$ cat src/rtl/ffapuf_eval_ctrl.sv
// ---------------------------------------------------------------------------
// ffapuf_eval_ctrl
//   Challenge generator and response evaluator for one feed-forward arbiter
//   PUF line. A 32-bit LFSR supplies the challenge. Each evaluation runs
//   clear -> arm -> fire (settle) -> sample. Each challenge is evaluated VOTES
//   times and majority-voted into one bit. RESP_BITS voted bits are packed
//   into a word that is handed downstream with a valid/ready handshake.
//
// Ports
//   clk         system clock
//   clr         synchronous active-low reset
//   start       request one response word (honoured in IDLE only)
//   seed_load   load seed into the LFSR (honoured in IDLE only)
//   seed        LFSR load value; zero is replaced by SEED
//   puf_clr     active-high clear to the PUF line slices
//   puf_launch  launch edge into the PUF line
//   puf_c       challenge to the PUF line (current LFSR value)
//   puf_r       raw PUF response, asynchronous to clk
//   resp        voted response word, bit k = k-th voted bit
//   resp_chal   challenge used for resp[0]
//   resp_valid  resp / resp_chal valid
//   resp_ready  downstream accepts the word
//   busy        high from start acceptance until the handshake completes
// ---------------------------------------------------------------------------
module ffapuf_eval_ctrl #(
  parameter int          RESP_BITS = 8,
  parameter int          VOTES     = 5,
  parameter int          CLR_CYC   = 2,
  parameter int          SETTLE    = 4,
  parameter logic [31:0] SEED      = 32'hACE1_2345
) (
  input  logic                 clk,
  input  logic                 clr,
  input  logic                 start,
  input  logic                 seed_load,
  input  logic [31:0]          seed,
  output logic                 puf_clr,
  output logic                 puf_launch,
  output logic [31:0]          puf_c,
  input  logic                 puf_r,
  output logic [RESP_BITS-1:0] resp,
  output logic [31:0]          resp_chal,
  output logic                 resp_valid,
  input  logic                 resp_ready,
  output logic                 busy
);

  // One phase counter serves both the CLEAR and FIRE dwell times.
  localparam int PH_MAX = (CLR_CYC > SETTLE) ? CLR_CYC : SETTLE;
  localparam int PH_W   = $clog2(PH_MAX + 1);
  localparam int VOTE_W = $clog2(VOTES + 1);
  localparam int BIT_W  = $clog2(RESP_BITS + 1);

  localparam logic [PH_W-1:0]   CLR_LAST  = PH_W'(CLR_CYC - 1);
  localparam logic [PH_W-1:0]   SET_LAST  = PH_W'(SETTLE - 1);
  localparam logic [VOTE_W-1:0] VOTE_LAST = VOTE_W'(VOTES - 1);
  localparam logic [VOTE_W-1:0] HALF      = VOTE_W'(VOTES / 2);
  localparam logic [BIT_W-1:0]  BIT_LAST  = BIT_W'(RESP_BITS - 1);

  typedef enum logic [2:0] {
    S_IDLE,
    S_CLEAR,
    S_ARM,
    S_FIRE,
    S_SAMPLE,
    S_DONE
  } state_t;

  state_t              r_state;
  state_t              w_next;
  logic                r_sync1;
  logic                r_sync2;
  logic [31:0]         r_lfsr;
  logic [PH_W-1:0]     r_phase;
  logic [VOTE_W-1:0]   r_votes;
  logic [VOTE_W-1:0]   r_ones;
  logic [BIT_W-1:0]    r_bit_idx;
  logic [RESP_BITS-1:0] r_resp;
  logic [31:0]         r_resp_chal;

  logic [VOTE_W-1:0]   w_ones_sum;
  logic                w_last_vote;
  logic                w_last_bit;
  logic                w_vote_bit;
  logic [31:0]         w_seed_val;
  logic [31:0]         w_lfsr_next;

  // The vote decision includes the sample taken in the current SAMPLE cycle.
  assign w_ones_sum  = r_ones + VOTE_W'(r_sync2);
  assign w_last_vote = (r_votes == VOTE_LAST);
  assign w_last_bit  = (r_bit_idx == BIT_LAST);
  assign w_vote_bit  = (w_ones_sum > HALF);
  // An all-zero LFSR would lock up, so a zero seed falls back to SEED.
  assign w_seed_val  = (seed == 32'd0) ? SEED : seed;
  assign w_lfsr_next = {r_lfsr[30:0], r_lfsr[31] ^ r_lfsr[21] ^ r_lfsr[1] ^ r_lfsr[0]};

  assign puf_c      = r_lfsr;
  assign resp       = r_resp;
  assign resp_chal  = r_resp_chal;
  assign resp_valid = (r_state == S_DONE);
  assign busy       = (r_state != S_IDLE);

  // Next-state and PUF line controls
  always_comb begin
    w_next     = r_state;
    puf_clr    = 1'b1;
    puf_launch = 1'b0;
    case (r_state)
      S_IDLE: begin
        if (start) w_next = S_CLEAR;
      end
      S_CLEAR: begin
        if (r_phase == CLR_LAST) w_next = S_ARM;
      end
      S_ARM: begin
        puf_clr = 1'b0;
        w_next  = S_FIRE;
      end
      S_FIRE: begin
        puf_clr    = 1'b0;
        puf_launch = 1'b1;
        if (r_phase == SET_LAST) w_next = S_SAMPLE;
      end
      S_SAMPLE: begin
        puf_clr    = 1'b0;
        puf_launch = 1'b1;
        if (w_last_vote && w_last_bit) w_next = S_DONE;
        else                           w_next = S_CLEAR;
      end
      S_DONE: begin
        if (resp_ready) w_next = S_IDLE;
      end
      default: w_next = S_IDLE;
    endcase
  end

  // State, synchronizer, counters, LFSR and response registers
  always_ff @(posedge clk) begin
    if (!clr) begin
      r_state     <= S_IDLE;
      r_sync1     <= 1'b0;
      r_sync2     <= 1'b0;
      r_lfsr      <= SEED;
      r_phase     <= '0;
      r_votes     <= '0;
      r_ones      <= '0;
      r_bit_idx   <= '0;
      r_resp      <= '0;
      r_resp_chal <= '0;
    end else begin
      r_sync1 <= puf_r;
      r_sync2 <= r_sync1;
      r_state <= w_next;

      if (w_next != r_state)
        r_phase <= '0;
      else if (r_state == S_CLEAR || r_state == S_FIRE)
        r_phase <= r_phase + 1'b1;

      case (r_state)
        S_IDLE: begin
          if (seed_load) r_lfsr <= w_seed_val;
          if (start) begin
            // A same-cycle seed load defines the first challenge.
            r_resp_chal <= seed_load ? w_seed_val : r_lfsr;
            r_resp      <= '0;
            r_votes     <= '0;
            r_ones      <= '0;
            r_bit_idx   <= '0;
          end
        end
        S_SAMPLE: begin
          if (w_last_vote) begin
            for (int k = 0; k < RESP_BITS; k++)
              if (r_bit_idx == BIT_W'(k)) r_resp[k] <= w_vote_bit;
            r_ones    <= '0;
            r_votes   <= '0;
            r_lfsr    <= w_lfsr_next;
            r_bit_idx <= r_bit_idx + 1'b1;
          end else begin
            r_ones  <= w_ones_sum;
            r_votes <= r_votes + 1'b1;
          end
        end
        default: ;
      endcase
    end
  end

endmodule

$ cat config.mk
export PLATFORM = sky130hd
export DESIGN_NAME = ffapuf_eval_ctrl
export DESIGN_NICKNAME = d
export VERILOG_FILES = /design/src/rtl/ffapuf_eval_ctrl.sv
export SDC_FILE = /design/constraint.sdc
export NUM_CORES = 1
export LEC_CHECK = 0
export ABC_AREA = 1
export ABC_CLOCK_PERIOD_IN_PS = 2100
export BUFFER_PORTS_ARGS = -buffer_cell sky130_fd_sc_hd__buf_2
export CORE_ASPECT_RATIO = 0.8
export CORE_MARGIN = 2
export CORE_UTILIZATION = 30
export CTS_CLUSTER_DIAMETER = 120
export CTS_CLUSTER_SIZE = 16
export DETAILED_ROUTE_END_ITERATION = 8
export SLEW_MARGIN = 25
export SYNTH_ARGS = -nofsm -noshare
export SYNTH_HDL_FRONTEND = slang
export SYNTH_SLANG_ARGS = --single-unit
$ cat constraint.sdc
create_clock -name clk -period 2.1 [get_ports clk]
set_clock_uncertainty 0.05 [all_clocks]
set_input_delay 0.105 -clock clk [delete_from_list [all_inputs] [get_ports clk]]
set_output_delay 0.105 -clock clk [all_outputs]
set_load 0.02 [all_outputs]
==> flow_metrics.py, run 1 <==
metrics = {
    "timing": {
        "grt_setup_unrepaired": "no",
        "fmaxAchievable_mhz": 512,
        "setup_viol": 0,
        "tns_ps": 0,
        "slew_violations": 0,
        "slew-limit-headroom_pct": 54.5,
        "fin_crit_ps": 1950,
        "whs_ps": 9.59,
        "worst_pin_slew_ps": 678,
        "finalHoldViolations": 0,
        "timing.final.crit_share_pct": 93.0,
    },
    "finish": {
        "final_util_pct": 38.7,
        "instances_no_fill": 944,
        "antennaDiodeCount": 0,
        "drive_gt1_share_pct": 21.4,
        "final_nets": 806,
        "area_growth_pct": 25.1,
    },
    "placement": {
        "dp_hpwl_mm": 9.72,
        "dp_cells": 925,
        "gp_congestion": 0.831,
        "io_buffer_count": 113,
    },
    "power_and_ir_drop": {
        "p_per_area_nw_per_um2": 850,
        "clkPwrFrac_pct": 36.3,
        "p_sw_mw": 1.44,
        "ir_drop_mv": 0.388,
        "p_int_mw": 3.28,
        "combPwrFrac_pct": 21.5,
        "swShare_pct": 30.5,
        "p_leak_nw": 2.65,
        "p_seq_share_pct": 42.1,
    },
    "die": {
        "initial_core_util_pct": 30.9,
        "die_x_um": 140,
        "rows": 39,
        "die_h_um": 113,
        "dieArea_um2": 15800,
        "pin_count": 114,
        "core_um2": 14300,
    },
    "synthesis": {
        "ys_types": 27,
        "synth_edf_count": 0,
        "yosys_register_bits": 90,
        "yosysWarnings": 0,
        "synth_fp_nets": 698,
        "syn-instance-count": 649,
        "synth.area.top_cells": "dfxtp_1, nand2_1, a21oi_1",
        "synth_largest_area_cell": "dfxtp_1",
        "synthTopCellsByCount": "nand2_1, a21oi_1, dfxtp_1",
        "avgSynthCellArea_um2": 6.84,
        "synth_top_area_share_pct": 40.6,
        "synth_area_um2": 4440,
        "synthArstFlopShare_pct": 0,
        "yosysSeqAreaShare_pct": 40.6,
        "yosys.cell_count.top_type": "nand2_1",
        "synth_ff_type": "dfxtp_1",
    },
    "routing": {
        "drt_pass1_iterations": 4,
        "drt_wl_total_mm": 13.7,
        "drt_iter0_markers": 318,
        "drc": 0,
        "viasPerCell": 4.81,
        "ant_nets": 0,
        "num_vias": 4545,
        "wl_per_cell_um": 14.5,
    },
    "cts": {
        "htree_levels": 3,
        "cts-root-buf": "clkbuf_16",
        "postCtsSetupRepairBufs": 0,
        "cts_tree": "yes",
        "clkTransAtPathRegs_ps": 60,
        "numClockSinks": 90,
        "clockBufferDepth": 2,
        "cts_buffers": 9,
        "clk_latency_ps": 340,
    },
    "global_route": {
        "antenna_found_initial": 0,
        "grt_usage_pct": 17.5,
        "grt_max_degree": 56,
        "grt_pass1_wl_mm": 22.0,
        "overflow": 0,
        "grt_pass1_vias": 4201,
    },
    "setup_path": {
        "arrival_ps": 1800,
        "endpoint_kind": "output pin",
        "start_kind": "register",
        "crit_type": "reg2out",
        "worstPathRequired_ps": 1950,
        "cp_max_fo": 12,
    },
    "run": {
        "maxCapViolCount": 0,
    },
    "worst_hold_path": {
        "hp-class": "in2reg",
    },
    "status": {
        "status": "finished, final reports clean",
    },
}
==> worst paths after layout <==
path / slack (ps) / cells past startpoint / from / to
hold reg to reg: 360 / 2 / r_sync1 / r_sync2
setup reg to reg: 310 / 5 / r_state[1] / resp[7]
hold / removal: 10 / 3 / seed[10] / resp_chal[10]
setup / recovery: 150 / 5 / r_state[1] / puf_clr
==> final cells by class <==
cell class / instances / area [um^2]
Fill cell: 1559 / 8790
Multi-Input combinational cell: 480 / 2290
Sequential cell: 90 / 1800
Timing Repair Buffer: 135 / 768
Clock buffer: 11 / 243
Tap cell: 184 / 230
Inverter: 41 / 154
Clock inverter: 3 / 65.1
==> cells in the final DEF, fill, tap and decap left out <==
cell and instances:
nor3_1 2, buf_12 2, nand2_2 1, nor2_8 1, nor2_1 57, or2_2 11, buf_4 15, xnor2_1 3
dfxtp_1 90, clkinv_2 1, buf_2 113, nand2_4 1, nand3_4 1, nor2_4 1, nand2_1 177, bufinv_16 2
inv_1 34, nand4_1 3, dlygate4sd3_1 5, clkinv_1 3, inv_2 4, o21ai_0 69, clkbuf_8 1, o21ai_1 11
nand3_1 3, clkbuf_1 1, a211oi_1 1, clkbuf_16 9, a32oi_1 1, ha_1 11, xor2_1 2, a21oi_1 113
a31oi_1 11
==> state kept, by name, indices dropped and copies added, names as in the netlist <==
signal     flops
r_votes        3
r_bit_idx      4
r_phase        3
r_ones         3
resp           8
r_state        3
r_sync1        1
r_sync2        1
resp_chal     32
puf_c         32
==> what timing repair did <==
action	4_1_cts	5_1_grt
gates resized for setup	0	0
hold buffers	5	0
endpoints found under the hold margin	5	0
==> worst max-delay path, cell delays in order, from the launching register on <==
cell and delay, ps:
dfxtp_1 470, nor2_4 100, nand2_4 170, clkinv_1 290, nor2_1 220, buf_2 210
==> kinds of logic after synthesis <==
logic type                 count (synthesis)  synth area share [%]
xor gates and xnor gates                   5                 0.987
adders and majority gates                 11                  3.10
and+or+nand+nor                          258                  23.8
AOI/OAI and AO/OA                        206                  23.7
DFF                                       90                  40.6
buffers and inverters                     79                  7.81
==> power groups by stage <==
stage | sequential [mW] | clock, mW | combinational, mW
after floorplan | 2.17 | 0 | 0.496
after global placement | 2.02 | 0 | 1.00
after detailed placement | 2.02 | 0 | 1.01
after CTS | 1.99 | 1.76 | 1.02
after global routing | 2.01 | 1.82 | 1.13
final | 1.99 | 1.71 | 1.02
==> stage by stage <==
| stage | area [um^2] | total power, mW | setup slack [ps] |
|---|---|---|---|
| floorplan | 4440 | 2.67 | 582 |
| global placement | 5190 | 3.03 | 421 |
| detailed placement | 5190 | 3.03 | 294 |
| CTS | 5550 | 4.76 | 139 |
| global route | 5550 | 4.96 | 48.9 |
| finish | 5550 | 4.72 | 148 |
==> metal layers <==
| layer | vias to the layer above | track usage [%] | part of all wire, % |
|---|---|---|---|
| met5 | - | 0 | 0 |
| li1 | 2351 | - | - |
| met3 | 16 | 3.77 | 4.6 |
| met4 | 0 | 5.27 | 1.5 |
| met1 | 2059 | 25.3 | 51 |
| met2 | 119 | 26.1 | 42 |
Power figures use the tool's default switching activity.
==> run 2, diff against run 1 <==
--- a/config.mk
+++ b/config.mk
@@ -5,7 +5,6 @@
 export SDC_FILE = /design/constraint.sdc
 export NUM_CORES = 1
 export LEC_CHECK = 0
-export ABC_AREA = 1
 export ABC_CLOCK_PERIOD_IN_PS = 2100
 export BUFFER_PORTS_ARGS = -buffer_cell sky130_fd_sc_hd__buf_2
 export CORE_ASPECT_RATIO = 0.8
@@ -14,6 +13,7 @@
 export CTS_CLUSTER_DIAMETER = 120
 export CTS_CLUSTER_SIZE = 16
 export DETAILED_ROUTE_END_ITERATION = 8
+export PLACE_DENSITY = 0.48
 export SLEW_MARGIN = 25
 export SYNTH_ARGS = -nofsm -noshare
 export SYNTH_HDL_FRONTEND = slang
==> flow_metrics.py, run 2 <==
metrics = {
    "die": {
        "die_x_um": 139,
        "rows": 39,
        "dieArea_um2": 15600,
        "die_h_um": 112,
        "pin_count": 114,
        "initial_core_util_pct": 30.7,
        "core_um2": 14200,
    },
    "routing": {
        "num_vias": 4417,
        "drt_pass1_iterations": 4,
        "drt_iter0_markers": 316,
        "ant_nets": 0,
        "viasPerCell": 5.32,
        "wl_per_cell_um": 17.3,
        "drc": 0,
        "drt_wl_total_mm": 14.4,
    },
    "synthesis": {
        "synth_top_area_share_pct": 41.2,
        "synth.area.top_cells": "dfxtp_1, o21ai_0, a21oi_1",
        "synth_fp_nets": 578,
        "synth_largest_area_cell": "dfxtp_1",
        "yosys.cell_count.top_type": "dfxtp_1",
        "avgSynthCellArea_um2": 8.26,
        "yosysSeqAreaShare_pct": 41.2,
        "synth_edf_count": 0,
        "synthArstFlopShare_pct": 0,
        "yosysWarnings": 0,
        "yosys_register_bits": 90,
        "synth_ff_type": "dfxtp_1",
        "ys_types": 47,
        "syn-instance-count": 529,
        "synth_area_um2": 4370,
        "synthTopCellsByCount": "dfxtp_1, nor2_1, o21ai_0",
    },
    "finish": {
        "final_cell_mix": "buf_2, dfxtp_1, nor2_1",
        "fin_area_um2": 5580,
        "final_common_cell": "buf_2",
        "final_nets": 690,
        "drive_gt1_share_pct": 26.0,
        "fillers": 1458,
        "antennaDiodeCount": 0,
        "area_growth_pct": 27.6,
    },
    "timing": {
        "tns_ps": 0,
        "slew-limit-headroom_pct": 30.5,
        "finalHoldViolations": 0,
        "setup_viol": 0,
        "whs_ps": 37.9,
        "worst_pin_slew_ps": 1040,
        "grt_setup_unrepaired": "no",
        "slew_violations": 0,
        "timing.final.crit_share_pct": 94.1,
        "fin_ws_ps": 124,
        "fin_crit_ps": 1980,
        "fmaxAchievable_mhz": 506,
    },
    "power_and_ir_drop": {
        "p_leak_nw": 2.33,
        "swShare_pct": 31.1,
        "p_seq_share_pct": 41.8,
        "clkPwrFrac_pct": 37.5,
        "p_per_area_nw_per_um2": 858,
        "ir_drop_mv": 0.511,
        "p_sw_mw": 1.49,
        "combPwrFrac_pct": 20.7,
        "p_int_mw": 3.30,
    },
    "run": {
        "maxCapViolCount": 0,
    },
    "setup_path": {
        "start_kind": "register",
        "crit_type": "reg2out",
        "cp_top_family": "simple AND/OR/NAND/NOR gates",
        "endpoint_kind": "output pin",
        "crit_buf_inv": 2,
        "cp_max_fo": 36,
        "cp_cell_sequence": "or3b_4 > buf_4 > o21ai_0 > buf_2",
        "arrival_ps": 1820,
        "cpPeakStageDelay_ps": 510,
        "slowest_stage": "or3b_4",
        "worstPathRequired_ps": 1950,
    },
    "cts": {
        "cts-root-buf": "clkbuf_16",
        "postCtsSetupRepairBufs": 0,
        "cts_tree": "yes",
        "numClockSinks": 90,
        "clk_latency_ps": 350,
        "htree_levels": 3,
        "clkTransAtPathRegs_ps": 70,
        "cts_buffers": 9,
        "clockBufferDepth": 2,
    },
    "global_route": {
        "overflow": 0,
        "grt_pass1_vias": 4201,
        "grt_max_degree": 43,
        "grt_usage_pct": 18.6,
        "grt_pass1_wl_mm": 23.1,
        "antenna_found_initial": 0,
    },
    "placement": {
        "dp_slack_ps": 112,
        "gp_congestion": 0.757,
        "dp_hpwl_mm": 10.4,
        "placed_area_um2": 5230,
        "io_buffer_count": 113,
    },
    "worst_hold_path": {
        "hp-class": "in2reg",
    },
    "status": {
        "status": "finished, final reports clean",
    },
}
[run 2: worst paths after layout]
check               end  slack [ps]       start  cells past startpoint
min            puf_c[0]          40     seed[0]                      3
max reg2reg   puf_c[23]         130  r_votes[0]                      7
max          puf_launch         120  r_state[1]                      4
min reg2reg     r_sync2         380     r_sync1                      1
[run 2: repair_timing]
item                                    CTS  global route
endpoints found under the setup margin    1             7
hold buffers                              1             0
resized for setup                         1             1
endpoints found under the hold margin     1             0
[run 2: worst register-to-register path: cells and delay by family, from the launching register on]
kind,cells,cell delay [ps]
AO/OA/AOI/OAI,3,780
adder cells (fa/ha/maj),1,240
buffers and inverters,2,280
flip-flops,1,340
AND/OR/NAND/NOR,1,120
[run 2: area by class of cell]
type                            instances  area [um^2]  share of cell area, %
Timing Repair Buffer                  140          796                   14.3
Clock buffer                           10          239                   4.29
Clock inverter                          6         88.8                   1.59
Sequential cell                        90         1800                   32.3
Tap cell                              184          230                   4.13
Inverter                               10         37.5                  0.673
Multi-Input combinational cell        390         2380                   42.7
[run 2: power by group through the flow]
stage / sequential [mW] / combinational, mW / clock (mW)
3_3_place_gp: 2.03 / 0.975 / 0
6_report: 2.00 / 0.989 / 1.79
3_5_place_dp: 2.04 / 0.988 / 0
4_1_cts: 2.00 / 0.992 / 1.84
5_1_grt: 2.02 / 1.08 / 1.92
2_1_floorplan: 2.16 / 0.450 / 0
[run 2: per-layer routing]
layer  track usage, %  vias up  part of all wire [%]
met5                0        -                     0
met4             4.92        0                   1.1
met3             5.12       11                   6.6
met2             27.0      152                    42
met1             27.2     2072                    51
li1                 -     2182                     -
[run 2: logic make-up after synthesis]
family	synth area share, %
fa+ha+maj	3.15
flops	41.2
xor+xnor	0.802
buf+inv	4.58
compound gates	22.6
simple gates	23.1
mux	4.58
[run 2: per-stage QoR]
| stage | instances | utilization [%] | power (mW) |
|---|---|---|---|
| final | 830 | 39.1 | 4.78 |
| after global routing | 830 | 39.1 | 5.02 |
| after floorplan | 529 | - | 2.61 |
| after detailed placement | 813 | 36.7 | 3.02 |
| after CTS | 830 | 39.1 | 4.84 |
| after global placement | 813 | 36.7 | 3.01 |
==> run 3, diff against run 2 <==
--- a/config.mk
+++ b/config.mk
@@ -10,10 +10,12 @@
 export CORE_ASPECT_RATIO = 0.8
 export CORE_MARGIN = 2
 export CORE_UTILIZATION = 30
+export CTS_BUF_LIST = sky130_fd_sc_hd__clkbuf_4 sky130_fd_sc_hd__clkbuf_8 sky130_fd_sc_hd__clkbuf_16
 export CTS_CLUSTER_DIAMETER = 120
-export CTS_CLUSTER_SIZE = 16
+export CTS_CLUSTER_SIZE = 30
 export DETAILED_ROUTE_END_ITERATION = 8
 export PLACE_DENSITY = 0.48
+export RECOVER_POWER = 25
 export SLEW_MARGIN = 25
 export SYNTH_ARGS = -nofsm -noshare
 export SYNTH_HDL_FRONTEND = slang
==> flow_metrics.py, run 3 (synthesis gave the netlist of run 2 again) <==
metrics = {
    "finish": {
        "area_growth_pct": 26.4,
        "final_nets": 690,
        "drive_gt1_share_pct": 20.0,
        "multiInputGateArea_um2": 2380,
        "ff_latch_area_um2": 1800,
        "final_util_pct": 38.8,
        "fin_area_um2": 5530,
        "antennaDiodeCount": 0,
        "fillers": 1487,
        "final_cell_mix": "dfxtp_1, buf_2, nor2_1",
        "final_common_cell": "dfxtp_1",
    },
    "cts": {
        "cts_buffers": 9,
        "cts-root-buf": "clkbuf_16",
        "clockBufferDepth": 2,
        "clk_latency_ps": 350,
        "numClockSinks": 90,
        "clkTransAtPathRegs_ps": 70,
        "htree_levels": 3,
        "postCtsSetupRepairBufs": 0,
        "cts_tree": "yes",
    },
    "power_and_ir_drop": {
        "swShare_pct": 31.3,
        "combPwrFrac_pct": 20.4,
        "p_sw_mw": 1.49,
        "p_per_area_nw_per_um2": 863,
        "clkPwrFrac_pct": 37.6,
        "p_int_mw": 3.28,
        "power_mw": 4.77,
        "p_leak_nw": 2.18,
        "ir_drop_mv": 0.512,
        "p_seq_share_pct": 42.0,
    },
    "setup_path": {
        "cp_cell_sequence": "or3b_4 > buf_4 > o21ai_0 > buf_2",
        "arrival_ps": 1820,
        "worstPathRequired_ps": 1950,
        "endpoint_kind": "output pin",
        "cp_top_family": "simple AND/OR/NAND/NOR gates",
        "crit_type": "reg2out",
        "cp_max_fo": 36,
        "crit_buf_inv": 2,
        "slowest_stage": "or3b_4",
        "start_kind": "register",
        "cpPeakStageDelay_ps": 510,
    },
    "die": {
        "rows": 39,
        "dieArea_um2": 15600,
        "core_um2": 14200,
        "die_h_um": 112,
        "pin_count": 114,
        "initial_core_util_pct": 30.7,
        "die_x_um": 139,
    },
    "placement": {
        "io_buffer_count": 113,
        "dp_slack_ps": 112,
        "placed_area_um2": 5230,
        "gp_congestion": 0.757,
        "dp_hpwl_mm": 10.4,
    },
    "timing": {
        "setup_viol": 0,
        "fin_ws_ps": 129,
        "worst_pin_slew_ps": 1130,
        "slew_violations": 0,
        "fin_crit_ps": 1970,
        "finalHoldViolations": 0,
        "slew-limit-headroom_pct": 25.0,
        "timing.final.crit_share_pct": 93.9,
        "tns_ps": 0,
        "grt_setup_unrepaired": "no",
        "fmaxAchievable_mhz": 507,
    },
    "routing": {
        "drt_wl_total_mm": 14.4,
        "ant_nets": 0,
        "drt_iter0_markers": 328,
        "drc": 0,
        "num_vias": 4426,
        "drt_pass1_iterations": 5,
        "viasPerCell": 5.33,
        "wl_per_cell_um": 17.3,
    },
    "status": {
        "status": "finished, final reports clean",
    },
    "global_route": {
        "grt_pass1_vias": 4201,
        "grt_pass1_wl_mm": 23.1,
        "grt_usage_pct": 18.6,
        "overflow": 0,
        "antenna_found_initial": 0,
        "grt_max_degree": 43,
    },
    "run": {
        "maxCapViolCount": 0,
    },
    "worst_hold_path": {
        "hp-class": "in2reg",
    },
}
[run 3: worst min-delay path, stage by stage]
cell	delay [ps]
buf_2	130
o221ai_1	110
nand3_1	70
[run 3: worst paths after layout]
check             start          to  slack [ps]  cells after the start
max          r_state[1]  puf_launch         130                      4
min             seed[0]    puf_c[0]          40                      3
min reg2reg     r_sync1     r_sync2         380                      1
max reg2reg  r_votes[0]   puf_c[23]         130                      7
[run 3: per-layer routing]
metal | global-route usage [%] | part of all wire [%] | vias to the layer above
met5 | 0 | 0 | -
met4 | 4.92 | 1.1 | 0
met3 | 5.12 | 6.3 | 11
met2 | 27.0 | 42 | 155
met1 | 27.2 | 51 | 2078
li1 | - | - | 2182
[run 3: power by group through the flow]
| stage | logic (mW) | clock network [mW] | registers (mW) |
|---|---|---|---|
| floorplan | 0.450 | 0 | 2.16 |
| global placement | 0.975 | 0 | 2.03 |
| detailed placement | 0.988 | 0 | 2.04 |
| CTS | 0.992 | 1.84 | 2.00 |
| global route | 1.06 | 1.92 | 2.02 |
| finish | 0.971 | 1.79 | 2.00 |
[run 3: area by class of cell]
type / instances / share of cell area (%)
clock buffer: 10 / 4.32
multi-input combinational: 390 / 43.1
clock inverter: 6 / 1.61
inverter: 10 / 0.679
tap: 184 / 4.16
sequential: 90 / 32.6
timing repair buffer: 140 / 13.5
[run 3: timing repair]
action | CTS | global route
endpoints found under the setup margin | 1 | 7
endpoints found under the hold margin | 1 | 0
hold buffers | 1 | 0
resized for setup | 1 | 1
[run 3: through the flow]
step | hold WS (ps) | instances
after floorplan | 182 | 529
after global placement | 263 | 813
after detailed placement | 268 | 813
after CTS | 24.9 | 830
after global routing | 40.8 | 830
final | 41.2 | 830
